--- src/rtl/fetch_sequencer.sv ---
// Instruction-fetch control sequencer: drives PC strobes, runs the memory read
// handshake for opcode/operands and hands instructions to the execute unit.
module fetch_sequencer #(
    parameter logic [7:0] HALT_OP = 8'hFF
) (
    input  logic       clk,
    input  logic       rst,
    input  logic [7:0] db,
    input  logic       mem_ack,
    input  logic       exec_done,
    input  logic       exec_jump,
    output logic       mem_rd,
    output logic       pci,
    output logic       pcl_abl,
    output logic       pch_abh,
    output logic       abl_pcl,
    output logic       abh_pch,
    output logic       opr_ab_oe,
    output logic [7:0] ir,
    output logic [7:0] opr_lo,
    output logic [7:0] opr_hi,
    output logic       exec_start,
    output logic       halted
);

    typedef enum logic [2:0] {
        ST_IDLE       = 3'd0,
        ST_FETCH_OP   = 3'd1,
        ST_FETCH_OPR1 = 3'd2,
        ST_FETCH_OPR2 = 3'd3,
        ST_EXEC_START = 3'd4,
        ST_EXEC_WAIT  = 3'd5,
        ST_JUMP       = 3'd6,
        ST_HALT       = 3'd7
    } state_t;

    state_t     state_r;
    state_t     state_next_s;
    logic [7:0] ir_r;
    logic [7:0] opr_lo_r;
    logic [7:0] opr_hi_r;
    logic       fetch_r;
    logic       jump_r;
    logic       exec_start_r;
    logic       halted_r;

    // Operand bytes that follow an opcode, from its top two bits.
    function automatic logic [1:0] opr_count(input logic [7:0] op);
        logic [1:0] cnt;
        case (op[7:6])
            2'b00:   cnt = 2'd0;
            2'b01:   cnt = 2'd1;
            default: cnt = 2'd2;
        endcase
        return cnt;
    endfunction

    // Next-state decode from the current state and handshake inputs.
    always_comb begin
        state_next_s = state_r;
        case (state_r)
            ST_IDLE: state_next_s = ST_FETCH_OP;
            ST_FETCH_OP: begin
                if (!mem_ack) begin
                    state_next_s = ST_FETCH_OP;
                end else if (db == HALT_OP) begin
                    state_next_s = ST_HALT;
                end else if (opr_count(db) != 2'd0) begin
                    state_next_s = ST_FETCH_OPR1;
                end else begin
                    state_next_s = ST_EXEC_START;
                end
            end
            ST_FETCH_OPR1: begin
                if (!mem_ack) begin
                    state_next_s = ST_FETCH_OPR1;
                end else if (opr_count(ir_r) == 2'd2) begin
                    state_next_s = ST_FETCH_OPR2;
                end else begin
                    state_next_s = ST_EXEC_START;
                end
            end
            ST_FETCH_OPR2: begin
                if (mem_ack) begin
                    state_next_s = ST_EXEC_START;
                end else begin
                    state_next_s = ST_FETCH_OPR2;
                end
            end
            ST_EXEC_START, ST_EXEC_WAIT: begin
                if (!exec_done) begin
                    state_next_s = ST_EXEC_WAIT;
                end else if (exec_jump) begin
                    state_next_s = ST_JUMP;
                end else begin
                    state_next_s = ST_FETCH_OP;
                end
            end
            ST_JUMP: state_next_s = ST_FETCH_OP;
            ST_HALT: state_next_s = ST_HALT;
            default: state_next_s = ST_IDLE;
        endcase
    end

    // State, captured bytes and state-decoded strobes, all registered together.
    always_ff @(posedge clk) begin
        if (!rst) begin
            state_r      <= ST_IDLE;
            ir_r         <= 8'h00;
            opr_lo_r     <= 8'h00;
            opr_hi_r     <= 8'h00;
            fetch_r      <= 1'b0;
            jump_r       <= 1'b0;
            exec_start_r <= 1'b0;
            halted_r     <= 1'b0;
        end else begin
            state_r      <= state_next_s;
            fetch_r      <= (state_next_s == ST_FETCH_OP) ||
                            (state_next_s == ST_FETCH_OPR1) ||
                            (state_next_s == ST_FETCH_OPR2);
            jump_r       <= (state_next_s == ST_JUMP);
            exec_start_r <= (state_next_s == ST_EXEC_START);
            halted_r     <= (state_next_s == ST_HALT);
            case (state_r)
                ST_FETCH_OP:   ir_r     <= mem_ack ? db : ir_r;
                ST_FETCH_OPR1: opr_lo_r <= mem_ack ? db : opr_lo_r;
                ST_FETCH_OPR2: opr_hi_r <= mem_ack ? db : opr_hi_r;
                default: begin
                    ir_r     <= ir_r;
                    opr_lo_r <= opr_lo_r;
                    opr_hi_r <= opr_hi_r;
                end
            endcase
        end
    end

    // pci is gated by rst so a reset edge never also advances the PC.
    assign pci        = fetch_r & mem_ack & rst;
    assign mem_rd     = fetch_r;
    assign pcl_abl    = fetch_r;
    assign pch_abh    = fetch_r;
    assign abl_pcl    = jump_r;
    assign abh_pch    = jump_r;
    assign opr_ab_oe  = jump_r;
    assign exec_start = exec_start_r;
    assign halted     = halted_r;
    assign ir         = ir_r;
    assign opr_lo     = opr_lo_r;
    assign opr_hi     = opr_hi_r;

endmodule
--- config.mk ---
export PLATFORM = sky130hd
export DESIGN_NAME = fetch_sequencer
export DESIGN_NICKNAME = d
export VERILOG_FILES = /design/src/rtl/fetch_sequencer.sv
export SDC_FILE = /design/constraint.sdc
export NUM_CORES = 1
export LEC_CHECK = 0
export CORE_MARGIN = 2
export CORE_UTILIZATION = 48
export CTS_CLUSTER_DIAMETER = 100
export CTS_CLUSTER_SIZE = 30
export DETAILED_ROUTE_END_ITERATION = 8
export GPL_TIMING_DRIVEN = 0
export PLACE_DENSITY = 0.83
export SYNTH_ARGS = -nofsm -noshare
export SYNTH_HDL_FRONTEND = slang
export SYNTH_SLANG_ARGS = --single-unit
--- constraint.sdc ---
create_clock -name clk -period 2.1 [get_ports clk]
set_clock_uncertainty 0.1 [all_clocks]
set_input_delay 0.21 -clock clk [delete_from_list [all_inputs] [get_ports clk]]
set_output_delay 0.21 -clock clk [all_outputs]
set_load 0.005 [all_outputs]
### Yosys cells after proc, flatten, opt, wreduce, memory -nomap -nowiden

Index checks and enable logic that the tools add are counted.
Widths: inputs -> output; s select.

* eq/ne operators: 17
* mux-type cells: 16
* bitwise logic cells: 2
* reduce and logical (&&, ||, !) cells: 11

Operators with widths (number)
* $mux 3: 8
* $eq 3x3->1 const B: 7
* $pmux 3 s6: 1
* $eq 3x2->1 const B: 4
* $mux 2: 5
* $eq 8x8->1 const B: 1
* $pmux 2 s2: 2
* $eq 3x1->1 const B: 2
* $reduce_and 2->1: 3
* $eq 2x1->1 const B: 2
* $logic_not 2->1: 2
* $reduce_or 2->1: 2
* $logic_not 3->1: 1
* $and 1x1->1: 2
* $eq 2x2->1 const B: 1
* $logic_or 1x1->1: 2
* $reduce_bool 2->1: 1

* register bits after elaboration: 31
* input port bits: 13
* output and inout bits: 33
* logic and storage cells: 54

### Logic depth before layout (Yosys ltp)

* depth after elaboration: 13
* depth in mapped cells: 6
* depth with buffers taken out: 4

### Least setup slack after synthesis

OpenSTA, ideal clock, no wires.

* path type: register -> register
* start: reg state_r[0]
* end: reg exec_start_r (netlist: exec_start)
* arrival: 1.162 ns
* required time: 1.884 ns
* setup slack: 0.723 ns
* stages on the path, launching flop included: 7
* buffers on the path: 2
* clock period less this slack: 1.377 ns
* cell sequence: dfxtp_1 buf_6 and4bb_1 buf_6 nand2_4 o2bb2ai_2 and3_1

* word-level cells in the longest chain between the ends: 4
* elaborated cells on any way between the ends: 12

RTL lines
* from (decl): RTL line 37 `state_t state_r;`
* from (signal assigned): RTL line 117 `state_r <= state_next_s;`
* $eq 3x3->1 / $logic_not 3->1 (equally long branches): RTL line 61 `case (state_r)`
* $reduce_or 2->1 (on tied branches)
* $pmux 3 s6 *: RTL line 61
* $eq 3x3->1 *: RTL line 122 `exec_start_r <= (state_next_s == ST_EXEC_START);`
* to (signal assigned): RTL line 122
* to (decl): RTL line 44 `logic exec_start_r;`

Mark *: on every way between the ends. The rest lies on a longest branch, timed or not.
A chain may end at the register's enable or synchronous reset.

### Worst setup path in the final report

* start: in mem_ack
* end: out pci

* word-level cells in the longest chain between the ends: 2

RTL lines
* from (decl): RTL line 9 `input logic mem_ack,`
* $and 1x1->1 (2 in series): RTL line 138 `assign pci = fetch_r & mem_ack & rst;`
* to (decl): RTL line 13 `output logic pci,`

Every way passes these cells.

==> results.md <==
- RSZ-0062 raised after global routing: false
- Largest family of logic cells by synthesized area: simple AND/OR/NAND/NOR gates
- Clock tree buffer depth: 2
- CP max FO: 7
- Critical path origin: mem_ack
- Status: finished, final reports clean
- Hold crit path type: input pin to flip-flop
- Total chip power: 1230 uW
- Total Nets Final: 211
- Slew @ Worst Pin: 0.388 ns
- PostCTS Resize Cnt: 0
- Input/output buffers: 44
- Grt ovf: 0
- Core ar.: 0.00273 mm^2
- EDFF count, synth: 0
- All-Layer GR Usage: 0.217
- Worst path most repeated cell: clkdlybuf4s50_1
- Max Clk Rate: 0.553 GHz
- # DRC: 0
- Final min period: 1.81 ns
- Leakage power: 0.000714 uW
- H-Tree Depth: 2
- CP Cell Sequence: clkdlybuf4s50_1 -> and3_1 -> clkdlybuf4s50_1
- N_diodes: 0
- Slowest stage delay, CP: 0.61 ns
- Initial antenna violation count: 0
- Slowest-stage cell, CP: clkdlybuf4s50_1
- PwrDens: 645 mW/mm^2
- Gp weighted congestion: 0.827
- Multi-input logic area: 636 um^2
- Post-synthesis mux area share: 0.0589
- Met2 usage: 0.343
- Maximum VDD drop: 0.000553 V
- Post-Synth Adder-Cell Area: 0
- # Max-Cap Violations: 0
- DIE HEIGHT: 57.2 um
- Hold buffers post-CTS: 0
- Share of synthesized flip-flops with an asynchronous set or reset: 0
- Avg Cell Area, Syn: 9.25 um^2
- Vias in the first global route: 1099
- Seq cells post-synth: 31
- Ys Warns: 0
- DR WL/cell: 14.0 um
- Initial DRC Count: 29
- Root Buffer: clkbuf_4
- Total setup buffers inserted after CTS: 0
- Post-synth cell types: 31
- Clock transition at path regs: 0.10 ns
- DRT antenna net count: 0
- Slew HR: 0.739
- Synthesized Nets: 160
- Xor and xnor area share after synthesis: 0
- DRT Pass-1 Iters: 4
- Post-DR vias/cell: 5.22
- Compound-Gate Fraction of Synth Area: 0.153
- Cells after Synth: 147
- Final setup violation count: 0
- Clock latency at the later pin of the worst-skew pair: 0.34 ns
- Commonest register cell after synthesis: dfxtp_1
- CTS buffer count: 5
- Global Route met3 Usage: 0.0748
- CP Capture Type: output pin
- Reg-to-Reg Start: state_r[2]$_SDFF_PN0_
- Final Hold Fails: 0
- Row count: 19
- CP startpoint kind: input pin
- Final max-slew violation count: 0
- Seq. cell area: 621 um^2
- Top Ports: 46
- Synth Area in Simple Gates: 0.256
- Final worst path period share: 0.862
- CTS Sinks: 31
- Min-delay src: rst
- Post-DP HPWL: 2.41 mm
- Global-route wire length before repair: 5.28 mm
- Fraction of layout cells with a size suffix above 1: 0.106
- CTS tree: done
- Routed WL: 3.23 mm
- Die Area: 0.00328 mm^2
- Setup CP Type: input pin to output pin
- Met1 Use GR: 0.265
- Arrival time worst endpoint: 1.50 ns
- Register area share after synthesis: 0.456
- Largest net degree at the start of global routing: 11
- Starting Density: 0.497
- Syn-to-layout area delta: 40.6%
- Critical Path RT: 1.79 ns
- Cell Area, Synth: 0.00136 mm^2
- Setup TNS Final: 0 ns
- Vias: 1200
- Most Crowded Layer GR: met2
- # fillers: 227
- Die width: 57.2 um
## stage by stage
| stage | hold WS, ns | worst slack [ns] | utilization | std cells | area (um^2) |
|---|---|---|---|---|---|
| after global routing | 0.166 | 0.231 | 0.699 | 230 | 1910 |
| after global placement | 0.341 | 0.248 | 0.673 | 222 | 1840 |
| after floorplan | 0.245 | 0.723 | - | 147 | 1360 |
| after detailed placement | 0.348 | 0.212 | 0.673 | 222 | 1840 |
| after CTS | 0.155 | 0.290 | 0.699 | 230 | 1910 |
| final | 0.148 | 0.291 | 0.699 | 230 | 1910 |
## report_power, final
part / internal (uW) / switching, uW
clock network: 195 / 209
logic: 116 / 87.6
registers: 611 / 14.8
total: 922 / 311
## cell type report
type,count,share of cell area
Timing Repair Buffer,44,0.230
Clock inverter,1,0.00393
Buffer,13,0.0504
Sequential cell,31,0.325
Clock buffer,7,0.0340
Tap cell,31,0.0203
Multi-Input combinational cell,101,0.332
Inverter,2,0.00393
## layer usage
metal	part of all wire	up-vias
met1	0.42	562
li1	-	596
met3	0.056	7
met2	0.50	35
met4	0.016	0
met5	0	-
## registers in the layout, indices dropped and copies added (netlist names)
name	cells
abh_pch	1
opr_hi	8
exec_start	1
mem_rd	1
state_r	3
ir	8
halted	1
opr_lo	8
## cells in the mapped netlist, types with 3 or more instances
master	count	share of area
dfxtp_1	31	0.46
a21boi_1	16	0.088
nand2_1	33	0.091
buf_6	4	0.033
buf_4	4	0.022
nor2_1	4	0.011
nand2b_1	3	0.014
clkbuf_1	3	0.0083
mux2i_1	8	0.059
nor3_1	3	0.011
nor2b_1	11	0.051
and3_1	3	0.014
## path summary, 6_finish.rpt
check	endpoint	slack, ns	cells past startpoint
setup reg to reg	mem_rd$_SDFF_PN0_	0.59	5
setup / recovery	pci	0.29	3
hold / removal	state_r[2]$_SDFF_PN0_	0.15	2
hold reg to reg	ir[5]$_SDFFE_PN0P_	0.36	2
## kinds of logic (layout without fill, tap and decap cells)
kind of cell    after synthesis  count (layout)
simple gates                 68              68
flops                        31              31
compound gates               25              25
buf+inv                      15              67
mux                           8               8
## cell usage in the layout (no fill, tap or decap), drive strengths merged
| cell type | n |
|---|---|
| buf | 10 |
| clkbuf | 10 |
| nor2b | 11 |
| a211oi | 1 |
| and4bb | 1 |
| nor3 | 3 |
| nand4b | 1 |
| o2bb2ai | 1 |
| nor2 | 4 |
| o311a | 1 |
| o21ai | 1 |
| nand4 | 2 |
| and2 | 2 |
| o31ai | 1 |
| inv | 2 |
| and3b | 1 |
| o22ai | 1 |
| nand2b | 3 |
| a2bb2oi | 1 |
| nand4bb | 1 |
| clkdlybuf4s50 | 44 |
| nand2 | 34 |
| a21oi | 1 |
| o211a | 1 |
| dfxtp | 31 |
| and3 | 3 |
| mux2i | 8 |
| clkinvlp | 1 |
| a21boi | 16 |
| nand3 | 2 |
## critical path: cells and delay by family
family / cells / cell delay, ns
buf+inv: 2 / 1.10
simple gates: 1 / 0.19
(Power assumes the default switching activity.)
